==> src/rtl/lcd_pio_sequencer.sv <==
// HD44780 write sequencer: power-on wait, fixed init command list, then one host byte
// per request toggle with setup / EN / hold / execution timing and a status word for the host.
module lcd_pio_sequencer #(
    parameter int T_POWERUP   = 750000,
    parameter int T_SETUP     = 4,
    parameter int T_EN        = 12,
    parameter int T_HOLD      = 4,
    parameter int T_EXEC      = 2000,
    parameter int T_EXEC_LONG = 82000,
    parameter int CW          = 20
) (
    input  logic        clk,
    input  logic        rst,
    input  logic [31:0] pio_cmd,
    output logic [31:0] pio_status,
    output logic [7:0]  lcd_data,
    output logic        lcd_rs,
    output logic        lcd_rw,
    output logic        lcd_en,
    output logic        lcd_on,
    output logic        lcd_blon
);

    // state    | meaning
    // PWR_WAIT | power-on delay after reset
    // SETUP    | RS/data driven, EN low
    // EN_HI    | EN strobe high
    // HOLD     | EN low, RS/data held
    // EXEC     | wait for the LCD to execute the byte
    // IDLE     | init done, waiting for a host request
    typedef enum logic [2:0] {PWR_WAIT, SETUP, EN_HI, HOLD, EXEC, IDLE} state_t;

    // A count of 0 behaves as 1, so every terminal value is max(T,1)-1.
    localparam logic [CW-1:0] LIM_PWR   = CW'((T_POWERUP   > 0) ? T_POWERUP   - 1 : 0);
    localparam logic [CW-1:0] LIM_SETUP = CW'((T_SETUP     > 0) ? T_SETUP     - 1 : 0);
    localparam logic [CW-1:0] LIM_EN    = CW'((T_EN        > 0) ? T_EN        - 1 : 0);
    localparam logic [CW-1:0] LIM_HOLD  = CW'((T_HOLD      > 0) ? T_HOLD      - 1 : 0);
    localparam logic [CW-1:0] LIM_EXEC  = CW'((T_EXEC      > 0) ? T_EXEC      - 1 : 0);
    localparam logic [CW-1:0] LIM_LONG  = CW'((T_EXEC_LONG > 0) ? T_EXEC_LONG - 1 : 0);

    state_t          state_q, state_d;
    logic [CW-1:0]   timer_q, timer_d;
    logic [7:0]      byte_q, byte_d;
    logic            rs_q, rs_d;
    logic            en_q, en_d;
    logic            host_q, host_d;
    logic [1:0]      idx_q, idx_d;
    logic            ack_q, ack_d;
    logic [7:0]      last_q, last_d;
    logic            busy_q, busy_d;
    logic            init_done_q, init_done_d;
    logic            on_q, blon_q;

    logic [CW-1:0]   lim;
    logic            tc;
    logic            exec_long;
    logic [7:0]      init_next;

    logic unused_pio;
    assign unused_pio = ^pio_cmd[31:12];

    function automatic logic [7:0] init_byte(input logic [1:0] idx);
        case (idx)
            2'd0:    init_byte = 8'h38;
            2'd1:    init_byte = 8'h0C;
            2'd2:    init_byte = 8'h01;
            default: init_byte = 8'h06;
        endcase
    endfunction

    always_comb begin
        exec_long = !rs_q && (byte_q == 8'h01 || byte_q == 8'h02 || byte_q == 8'h03);
        case (state_q)
            PWR_WAIT: lim = LIM_PWR;
            SETUP:    lim = LIM_SETUP;
            EN_HI:    lim = LIM_EN;
            HOLD:     lim = LIM_HOLD;
            EXEC:     lim = exec_long ? LIM_LONG : LIM_EXEC;
            default:  lim = '0;
        endcase
        tc        = (timer_q == lim);
        init_next = init_byte(idx_q + 2'd1);
    end

    always_comb begin
        state_d     = state_q;
        timer_d     = tc ? '0 : timer_q + 1'b1;
        byte_d      = byte_q;
        rs_d        = rs_q;
        host_d      = host_q;
        idx_d       = idx_q;
        ack_d       = ack_q;
        last_d      = last_q;
        busy_d      = busy_q;
        init_done_d = init_done_q;

        case (state_q)
            PWR_WAIT: begin
                if (tc) begin
                    state_d = SETUP;
                    idx_d   = 2'd0;
                    byte_d  = init_byte(2'd0);
                    rs_d    = 1'b0;
                    host_d  = 1'b0;
                end
            end
            SETUP: if (tc) state_d = EN_HI;
            EN_HI: if (tc) state_d = HOLD;
            HOLD:  if (tc) state_d = EXEC;
            EXEC: begin
                if (tc) begin
                    if (host_q) begin
                        ack_d   = ~ack_q;
                        last_d  = byte_q;
                        busy_d  = 1'b0;
                        state_d = IDLE;
                    end else if (idx_q == 2'd3) begin
                        init_done_d = 1'b1;
                        busy_d      = 1'b0;
                        state_d     = IDLE;
                    end else begin
                        idx_d   = idx_q + 2'd1;
                        byte_d  = init_next;
                        state_d = SETUP;
                    end
                end
            end
            IDLE: begin
                timer_d = '0;
                busy_d  = 1'b0;
                if (pio_cmd[9] != ack_q) begin
                    byte_d  = pio_cmd[7:0];
                    rs_d    = pio_cmd[8];
                    host_d  = 1'b1;
                    busy_d  = 1'b1;
                    state_d = SETUP;
                end
            end
            default: begin
                state_d = PWR_WAIT;
                timer_d = '0;
            end
        endcase

        en_d = (state_d == EN_HI);
    end

    always_ff @(posedge clk) begin
        if (rst) begin
            state_q     <= PWR_WAIT;
            timer_q     <= '0;
            byte_q      <= 8'h00;
            rs_q        <= 1'b0;
            en_q        <= 1'b0;
            host_q      <= 1'b0;
            idx_q       <= 2'd0;
            ack_q       <= pio_cmd[9];
            last_q      <= 8'h00;
            busy_q      <= 1'b1;
            init_done_q <= 1'b0;
            on_q        <= 1'b0;
            blon_q      <= 1'b0;
        end else begin
            state_q     <= state_d;
            timer_q     <= timer_d;
            byte_q      <= byte_d;
            rs_q        <= rs_d;
            en_q        <= en_d;
            host_q      <= host_d;
            idx_q       <= idx_d;
            ack_q       <= ack_d;
            last_q      <= last_d;
            busy_q      <= busy_d;
            init_done_q <= init_done_d;
            on_q        <= pio_cmd[10];
            blon_q      <= pio_cmd[11];
        end
    end

    assign lcd_data   = byte_q;
    assign lcd_rs     = rs_q;
    assign lcd_rw     = 1'b0;
    assign lcd_en     = en_q;
    assign lcd_on     = on_q;
    assign lcd_blon   = blon_q;
    assign pio_status = {16'h0000, last_q, 5'b00000, ack_q, init_done_q, busy_q};

endmodule

==> config.mk <==
export PLATFORM = sky130hd
export DESIGN_NAME = lcd_pio_sequencer
export DESIGN_NICKNAME = d
export VERILOG_FILES = /design/src/rtl/lcd_pio_sequencer.sv
export SDC_FILE = /design/constraint.sdc
export NUM_CORES = 1
export LEC_CHECK = 0
export BUFFER_PORTS_ARGS = -buffer_cell sky130_fd_sc_hd__buf_2
export CAP_MARGIN = 0
export CELL_PAD_IN_SITES_DETAIL_PLACEMENT = 1
export CELL_PAD_IN_SITES_GLOBAL_PLACEMENT = 2
export CORE_MARGIN = 1.5
export CORE_UTILIZATION = 27
export DETAILED_ROUTE_END_ITERATION = 8
export PLACE_DENSITY_LB_ADDON = 0.3
export SLEW_MARGIN = 15
export SYNTH_ARGS = -nofsm -noshare
export SYNTH_HDL_FRONTEND = slang
export SYNTH_SLANG_ARGS = --single-unit
export TNS_END_PERCENT = 30
==> constraint.sdc <==
create_clock -name clk -period 2.72 [get_ports clk]
set_input_delay 0 -clock clk [delete_from_list [all_inputs] [get_ports clk]]
set_output_delay 0 -clock clk [all_outputs]
set_load 0.02 [all_outputs]
==> metrics, run 1 <==
Overall Global Routing Usage=14.72%; Seq/Total Area, Yosys=37.29%; area share of the largest cell type after synthesis=36.16%; capturing element type of the critical path=flip-flop; first-pass GRT wire length=12020 um; CTS buffer count=5; P_leak=0.001308 uW; largest net degree at the start of global routing=26; switching pwr=353.7 uW; die area=10450 um^2; Final min period=2570 ps; VDD IR max=0.0001645 V; critical path arrival=2800 ps; final layout net count=409; GR Overflow Total=0; Area after DPL=2993 um^2; Worst Path Required=2950 ps; worst skew pair latency=310 ps; Initial DRC Count=55; library cells used by synthesis=56; ant diodes=0; Post-route DRC=0; Sw Ratio=25.56%; WS Path Type=reg2reg; max-cap violations=0; DP Wirelength=5437 um; Hold Path Stages=3; Fmax=0.3891 GHz; min-delay src=pio_cmd[5]; Core Region=9639 um^2; R2R cell count=7; CTS tree=done; internal power=1030 uW; crit start category=flip-flop; width of the die=102.2 um; First-pass DRT Iterations=4; clk slew on worst S/H paths=100 ps; Synth Warn #=0; dpl ws=131.1 ps; clock sinks=49; Clock Skews=8.895 ps; final setup vio count=0; Longest Clk Path Bufs=2; Tightest Hold Check Type=in2reg; Design Area, Final=3166 um^2; EDFF count, synth=1; status=complete, no violations; top cells by count, synth=dfxtp_1, nor2_1, buf_4, nand2_1, nand3_1; R2R Setup Slk=150 ps; Crit Reg-Reg Endpoint=lcd_en; synth top area cells=dfxtp_1, buf_4, nor2_1; root buf cell=clkbuf_8; main flop type after synthesis=dfxtp_1; flops & latches, synth=49; Final TNS setup=0 ps; number of I/O port buffers=36; r2r startpoint=state_q[2]; async set-reset flop share out of synthesis=0%; drt wl/cell=14.31 um; vias in the first global route=2342; post-route setup slack=149.8 ps; post-synth top area cell=dfxtp_1; initial antenna violation count=0; CTS H-Tree Depth=2; Cell Rows=36; Setup Buffers After CTS=0; Syn Area/Cell=8.305 um^2; Via density=4.635; share of layout cells above drive strength 1=21.02%; combinational power share=8.8%; area delta synth->final=19.12%; post-synthesis cell area=2658 um^2; RSZ-0062 raised after global routing=no; register share of total power=53.1%; Pins Over Slew Limit=0; final hold violation count=0; Clk pwr share=38.1%; via count=2336; Syn Inst Count=320; initial core utilization=27.57%; PD cells=437.1 nW/um^2; Hold EP=lcd_data[5]; Die H=102.2 um; count leader, synth=dfxtp_1; I/O pins=79; GPL Wtd Cong=0.7842; antenna viol nets, final=0; Max FO, Critical Path=7; Post-Route WL=7213 um; final worst-path cycle share=94.49%
-- worst max-delay path, stage by stage (launching register included) --
cell and delay [ps]:
dfxtp_2 380, buf_4 170, nor4bb_1 310, o211ai_1 120
a221o_1 370, or3_1 410, or4_1 510, a211oi_2 230
-- worst max path at each step --
stage	start	end	slack, ps	cells after the start
after floorplan	state_q[0]	lcd_en	260	8
after global placement	state_q[2]	lcd_en	180	6
after detailed placement	state_q[2]	lcd_data[5]	130	7
after CTS	state_q[2]	lcd_en	100	6
after global routing	state_q[2]	lcd_en	20	7
final	state_q[2]	lcd_en	150	7
-- flip-flops by register name, summed over array words and instances (netlist names), 2 cells and up --
signal and flops:
last_q 8, state_q 3, idx_q 2, timer_q 20
lcd_data 8
-- cell families (layout without fill, tap and decap cells) --
family | Yosys count | count (layout) | synth area share [%]
buf+inv | 52 | 82 | 11.16
simple gates | 126 | 126 | 23.87
other cells | 1 | 22 | 0.1411
compound gates | 58 | 58 | 14.97
mux | 10 | 10 | 3.955
xor+xnor | 19 | 19 | 6.262
fa+ha+maj | 5 | 5 | 2.354
flops | 49 | 49 | 37.29
-- area by class of cell --
| type | count | area, um^2 |
|---|---|---|
| timing repair buffer | 63 | 395.4 |
| sequential | 49 | 993.5 |
| clock inverter | 1 | 7.507 |
| tap | 133 | 166.4 |
| fill | 1206 | 6474 |
| clock buffer | 7 | 107.6 |
| inverter | 11 | 41.29 |
| multi-input combinational | 240 | 1454 |
-- per-layer routing --
metal | vias up | routed length, um | GRT usage, %
met5 | - | 0 | 0
met4 | 0 | 50 | 2.950
met3 | 5 | 194 | 2.599
met2 | 34 | 3509 | 25.11
met1 | 1121 | 3458 | 19.53
li1 | 1176 | - | -
-- cells in the final DEF, fill, tap and decap left out, types with 4 or more instances in the layout --
master / Yosys / final
mux2i_1: 6 / 6
and2_1: 4 / 4
buf_2: 3 / 36
a21oi_1: 13 / 13
and3_1: 4 / 4
nand4_1: 8 / 8
conb_1: 1 / 22
buf_4: 26 / 22
inv_1: 9 / 9
nor3_1: 6 / 6
nand2_1: 24 / 24
clkbuf_8: 0 / 6
ha_1: 5 / 5
dfxtp_1: 48 / 46
nor2_1: 39 / 39
nor2b_1: 4 / 4
o21ai_1: 11 / 11
nand3_1: 17 / 17
xor2_1: 16 / 16
dlygate4sd3_1: 0 / 5
-- power groups by stage --
stage / clock network, uW / registers, uW / logic, uW
2_1_floorplan: 0 / 750 / 106
3_3_place_gp: 0 / 751 / 117
3_5_place_dp: 0 / 751 / 118
4_1_cts: 550 / 734 / 123
5_1_grt: 578 / 737 / 136
6_report: 527 / 735 / 122
-- through the flow --
stage / hold slack [ps] / util [%] / instances / power [uW]
floorplan: 128.2 / - / 341 / 855.7
global placement: 215.5 / 31.05 / 491 / 867.4
detailed placement: 214.8 / 31.05 / 491 / 868.5
CTS: 1.475 / 32.76 / 504 / 1408
global route: 14.14 / 32.84 / 504 / 1451
finish: 11.88 / 32.84 / 504 / 1384
-- repair_timing --
item | in CTS | in global routing
setup endpoints to repair | 0 | 2
hold endpoints to repair | 5 | 0
gates resized for setup | 0 | 3
hold buffers | 5 | 0
No activity file was read; power rests on OpenSTA's default activity.
==> run 2, diff against run 1 <==
--- a/config.mk
+++ b/config.mk
@@ -13,6 +13,7 @@
 export CORE_UTILIZATION = 27
 export DETAILED_ROUTE_END_ITERATION = 8
 export PLACE_DENSITY_LB_ADDON = 0.3
+export RECOVER_POWER = 25
 export SLEW_MARGIN = 15
 export SYNTH_ARGS = -nofsm -noshare
 export SYNTH_HDL_FRONTEND = slang
==> run 2 against run 1 <==
  * Fmax is essentially flat
  * Combinational power is essentially flat
  * Sequential power is essentially flat
  * Critical endpoint unchanged
  * Largest cell class unchanged
==> metrics, run 2 (same netlist as run 1, synthesis figures left out) <==
Final TNS setup=0 ps; PD cells=439.7 nW/um^2; number of I/O port buffers=36; area delta synth->final=18.41%; Biggest register=timer_q; RSZ-0062 raised after global routing=no; most frequent cells in the layout=dfxtp_1, nor2_1, nand2_1; Post-route DRC=0; status=complete, no violations; initial antenna violation count=0; Longest Clk Path Bufs=2; GR Overflow Total=0; combinational power share=8.8%; clock sinks=49; worst skew pair latency=310 ps; Clock Skews=8.939 ps; width of the die=102.2 um; share of layout cells above drive strength 1=16.98%; Setup Buffers After CTS=0; VDD IR max=0.0001646 V; GPL Wtd Cong=0.7842; vias in the first global route=2342; internal power=1030 uW; ant diodes=0; clk slew on worst S/H paths=100 ps; Tightest Hold Check Type=in2reg; Worst Path Required=2950 ps; Area after DPL=2993 um^2; Post-Layout Cell Count=504; Final min period=2571 ps; Overall Global Routing Usage=14.72%; CTS H-Tree Depth=2; register share of total power=53.1%; commonest non-fill, non-tap cell in the layout=dfxtp_1; final worst-path cycle share=94.52%; Sw Ratio=25.59%; P_leak=0.001247 uW; First-pass DRT Iterations=4; Max FO, Critical Path=7; I/O pins=79; antenna viol nets, final=0; number of flip-flops in the largest register=20; Core Region=9639 um^2; die area=10450 um^2; Clk pwr share=38.1%; critical path arrival=2810 ps; placed cells=491; root buf cell=clkbuf_8; Post-Route WL=7202 um; WS Path Type=reg2reg; Cell Rows=36; DP Wirelength=5437 um; largest net degree at the start of global routing=26; final hold violation count=0; max-cap violations=0; CTS tree=done; Initial DRC Count=58; crit start category=flip-flop; final layout net count=409; first-pass GRT wire length=12020 um; final setup vio count=0; capturing element type of the critical path=flip-flop; Via density=4.631; Die H=102.2 um; via count=2334; Pins Over Slew Limit=0; CTS buffer count=5; switching pwr=354.0 uW; initial core utilization=27.57%; Design Area, Final=3147 um^2; Fmax=0.3890 GHz; drt wl/cell=14.29 um
-- run 2: cell count changes in the layout (fill, tap and decap cells not counted) --
cell | before | now
buf_2 | 36 | 21
clkbuf_1 | 0 | 15
-- run 2: per-stage QoR --
step / setup WS (ps) / util (%) / power, uW / hold WS (ps)
after CTS: 101.7 / 32.76 / 1408 / 1.475
after global placement: 175.5 / 31.05 / 867.4 / 215.5
after global routing: 17.43 / 32.65 / 1451 / 14.14
after floorplan: 264.1 / - / 855.7 / 128.2
final: 149.1 / 32.65 / 1384 / 10.99
after detailed placement: 131.1 / 31.05 / 868.5 / 214.8
-- run 2: final cells by class --
class,count,area (um^2)
Fill cell,1212,6492
Multi-Input combinational cell,240,1454
Sequential cell,49,993.5
Timing Repair Buffer,63,376.6
Tap cell,133,166.4
Clock buffer,7,107.6
Inverter,11,41.29
Clock inverter,1,7.507
-- run 2: critical path, stage by stage, from the launching register on --
cell and delay, ps:
dfxtp_2 380, buf_4 170, nor4bb_1 310, o211ai_1 120, a221o_1 370, or3_1 410, or4_1 510, a211oi_2 230
-- run 2: power groups by stage --
stage	combinational, uW	sequential, uW	clock, uW
2_1_floorplan	106	750	0
3_3_place_gp	117	751	0
3_5_place_dp	118	751	0
4_1_cts	123	734	550
5_1_grt	136	737	578
6_report	122	735	527
-- run 2: final timing paths --
kind                  to        from  slack [ps]  cells after the start
min reg2reg   timer_q[0]  timer_q[0]         470                      1
min          lcd_data[5]  pio_cmd[5]          10                      3
max               lcd_en  state_q[2]         150                      7
max reg2reg       lcd_en  state_q[2]         150                      7
-- run 2: repair_timing --
item,4_1_cts,5_1_grt
endpoints found under the setup margin,0,2
resized for setup,0,3
hold buffers,5,0
endpoints found under the hold margin,5,0
-- run 2: layer usage --
metal / global-route usage (%) / routed length (um)
met1: 19.53 / 3463
met2: 25.11 / 3502
met3: 2.599 / 187
met4: 2.950 / 48
met5: 0 / 0
==> run 3, diff against run 2 <==
--- a/config.mk
+++ b/config.mk
@@ -5,7 +5,7 @@
 export SDC_FILE = /design/constraint.sdc
 export NUM_CORES = 1
 export LEC_CHECK = 0
-export BUFFER_PORTS_ARGS = -buffer_cell sky130_fd_sc_hd__buf_2
+export BUFFER_PORTS_ARGS = -buffer_cell sky130_fd_sc_hd__buf_4
 export CAP_MARGIN = 0
 export CELL_PAD_IN_SITES_DETAIL_PLACEMENT = 1
 export CELL_PAD_IN_SITES_GLOBAL_PLACEMENT = 2
==> run 3 against run 2 <==
  * Clock power rose by 8.2%
  * Largest power group unchanged
  * Combinational power is 9.8% higher
  * Sequential cell count did not move
  * Count of clock-buffer cells in the layout down 1
  * Worst hold slack improved by 6.8 ps
  * Register-to-register slack barely moved
  * First-iteration DRC count shrank 43%
  * Highest routed layer unchanged
  * Die area unchanged
  * Routed wire length grew 3.2%
  * Core utilization is 0.92 points higher
  * Global-route usage increased by 0.41 points
  * Cell area increased by 2.8%
==> metrics, run 3 (same netlist as run 1, synthesis figures left out) <==
capturing element type of the critical path=flip-flop; most frequent cells in the layout=dfxtp_1, buf_4, nor2_1; final layout net count=411; via count=2370; Crit Reg-Reg Endpoint=lcd_en; crit start category=flip-flop; VDD IR max=0.0002264 V; Max FO, Critical Path=6; ant diodes=0; Cell Rows=36; Clock Skews=11.06 ps; Slew @ Worst Pin=532.5 ps; Biggest register=timer_q; GR Overflow Total=0; First-pass DRT Iterations=4; root buf cell=clkbuf_8; PD cells=444.2 nW/um^2; clk slew on worst S/H paths=100 ps; Core Region=9639 um^2; r2r startpoint=state_q[2]; status=complete, no violations; area delta synth->final=21.75%; Hold Slack=17.75 ps; Post-Route WL=7434 um; R2R cell count=7; Slowest Stage Delay on Critical Path=500 ps; commonest non-fill, non-tap cell in the layout=dfxtp_1; Die H=102.2 um; final hold violation count=0; WS Path Type=reg2reg; clock sinks=49; initial antenna violation count=0; max-cap violations=0; Post-route DRC=0; worst relative slew slack=64.43%; final worst-path cycle share=94.92%; number of I/O port buffers=36; first-pass GRT wire length=12190 um; CP cell instances=buf_4, nor4bb_1, o211ai_1, a221o_1, or3_1, or4_1, a211oi_1; Final TNS setup=0 ps; die area=10450 um^2; Final min period=2582 ps; worst skew pair latency=320 ps; vias in the first global route=2380; Crit-path slowest cell=or4_1; Tightest Hold Check Type=in2reg; width of the die=102.2 um; CP startpoint=state_q[2]; initial core utilization=27.57%; P_leak=0.001279 uW; Initial DRC Count=33; DP Wirelength=5568 um; Longest Clk Path Bufs=2; drt wl/cell=14.69 um; R2R Setup Slk=140 ps; CTS H-Tree Depth=2; antenna viol nets, final=0; I/O pins=79; RSZ-0062 raised after global routing=no; largest net degree at the start of global routing=27; CTS buffer count=5; number of flip-flops in the largest register=20; Overall Global Routing Usage=15.13%; Worst Setup EP=lcd_en; final setup vio count=0; share of layout cells above drive strength 1=16.62%; Worst Path Required=2960 ps; Pins Over Slew Limit=0; CTS tree=done; Fmax=0.3873 GHz; Via density=4.684; critical path arrival=2820 ps; GPL Wtd Cong=0.8156; Setup Buffers After CTS=0
run 3: changes by cell type in the layout (fill, tap and decap cells not counted), sizes merged:
| cell | delta |
|---|---|
| dlygate4sd3 | +2 |
| clkinvlp | -1 |
| inv | +1 |
| buf | -2 |
| clkbuf | +1 |
| bufinv | +1 |
run 3: power by group:
group,switching [uW],internal (uW),leakage (uW)
Sequential,5.83,727,0.000398
Combinational,85.5,48.2,0.000819
Clock,270,300,0.0000617
Total,361,1080,0.00128
run 3: metal layers:
metal	GRT usage [%]	vias up	wire length, um
met4	4.110	0	67
met2	26.24	34	3662
li1	-	1179	-
met5	0	-	0
met1	19.53	1151	3493
met3	2.326	6	210
run 3: final cells by class:
cell class | count | area, um^2
fillers | 1213 | 6404
well taps | 133 | 166.4
repair buffers | 65 | 461.7
clock inverters | 2 | 36.28
multi-input cells | 240 | 1456
clock buffers | 6 | 82.58
flip-flops and latches | 49 | 991.0
inverters | 11 | 41.29
run 3: worst min path at each step:
stage	from	endpoint	slack, ps	cells past startpoint
floorplan	pio_cmd[11]	lcd_blon	130	1
detailed placement	pio_cmd[10]	lcd_on	220	2
finish	pio_cmd[5]	lcd_data[5]	20	3
global route	pio_cmd[5]	lcd_data[5]	20	3
global placement	pio_cmd[11]	lcd_blon	220	2
CTS	pio_cmd[5]	lcd_data[5]	20	3
run 3: what timing repair did:
item                                    in CTS  in global routing
hold endpoints to repair                     7                  0
endpoints found under the setup margin       0                  3
gates resized for setup                      0                  3
hold buffers                                 7                  0
run 3: stage by stage:
stage / utilization [%] / std cells / setup slack [ps] / cell area [um^2] / power (uW)
CTS: 34.07 / 506 / 120.9 / 3284 / 1458
global placement: 32.11 / 491 / 184.9 / 3095 / 874.0
floorplan: - / 341 / 264.1 / 2736 / 855.7
detailed placement: 32.11 / 491 / 135.9 / 3095 / 875.8
finish: 33.57 / 506 / 138.1 / 3236 / 1437
global route: 33.57 / 506 / 34.36 / 3236 / 1498
run 3: worst max-delay path: cells and delay by family (launching register included):
kind	cells	cell delay [ps]
flip-flops	1	350
buffers and inverters	1	170
AO/OA/AOI/OAI	3	760
AND/OR/NAND/NOR	3	1220
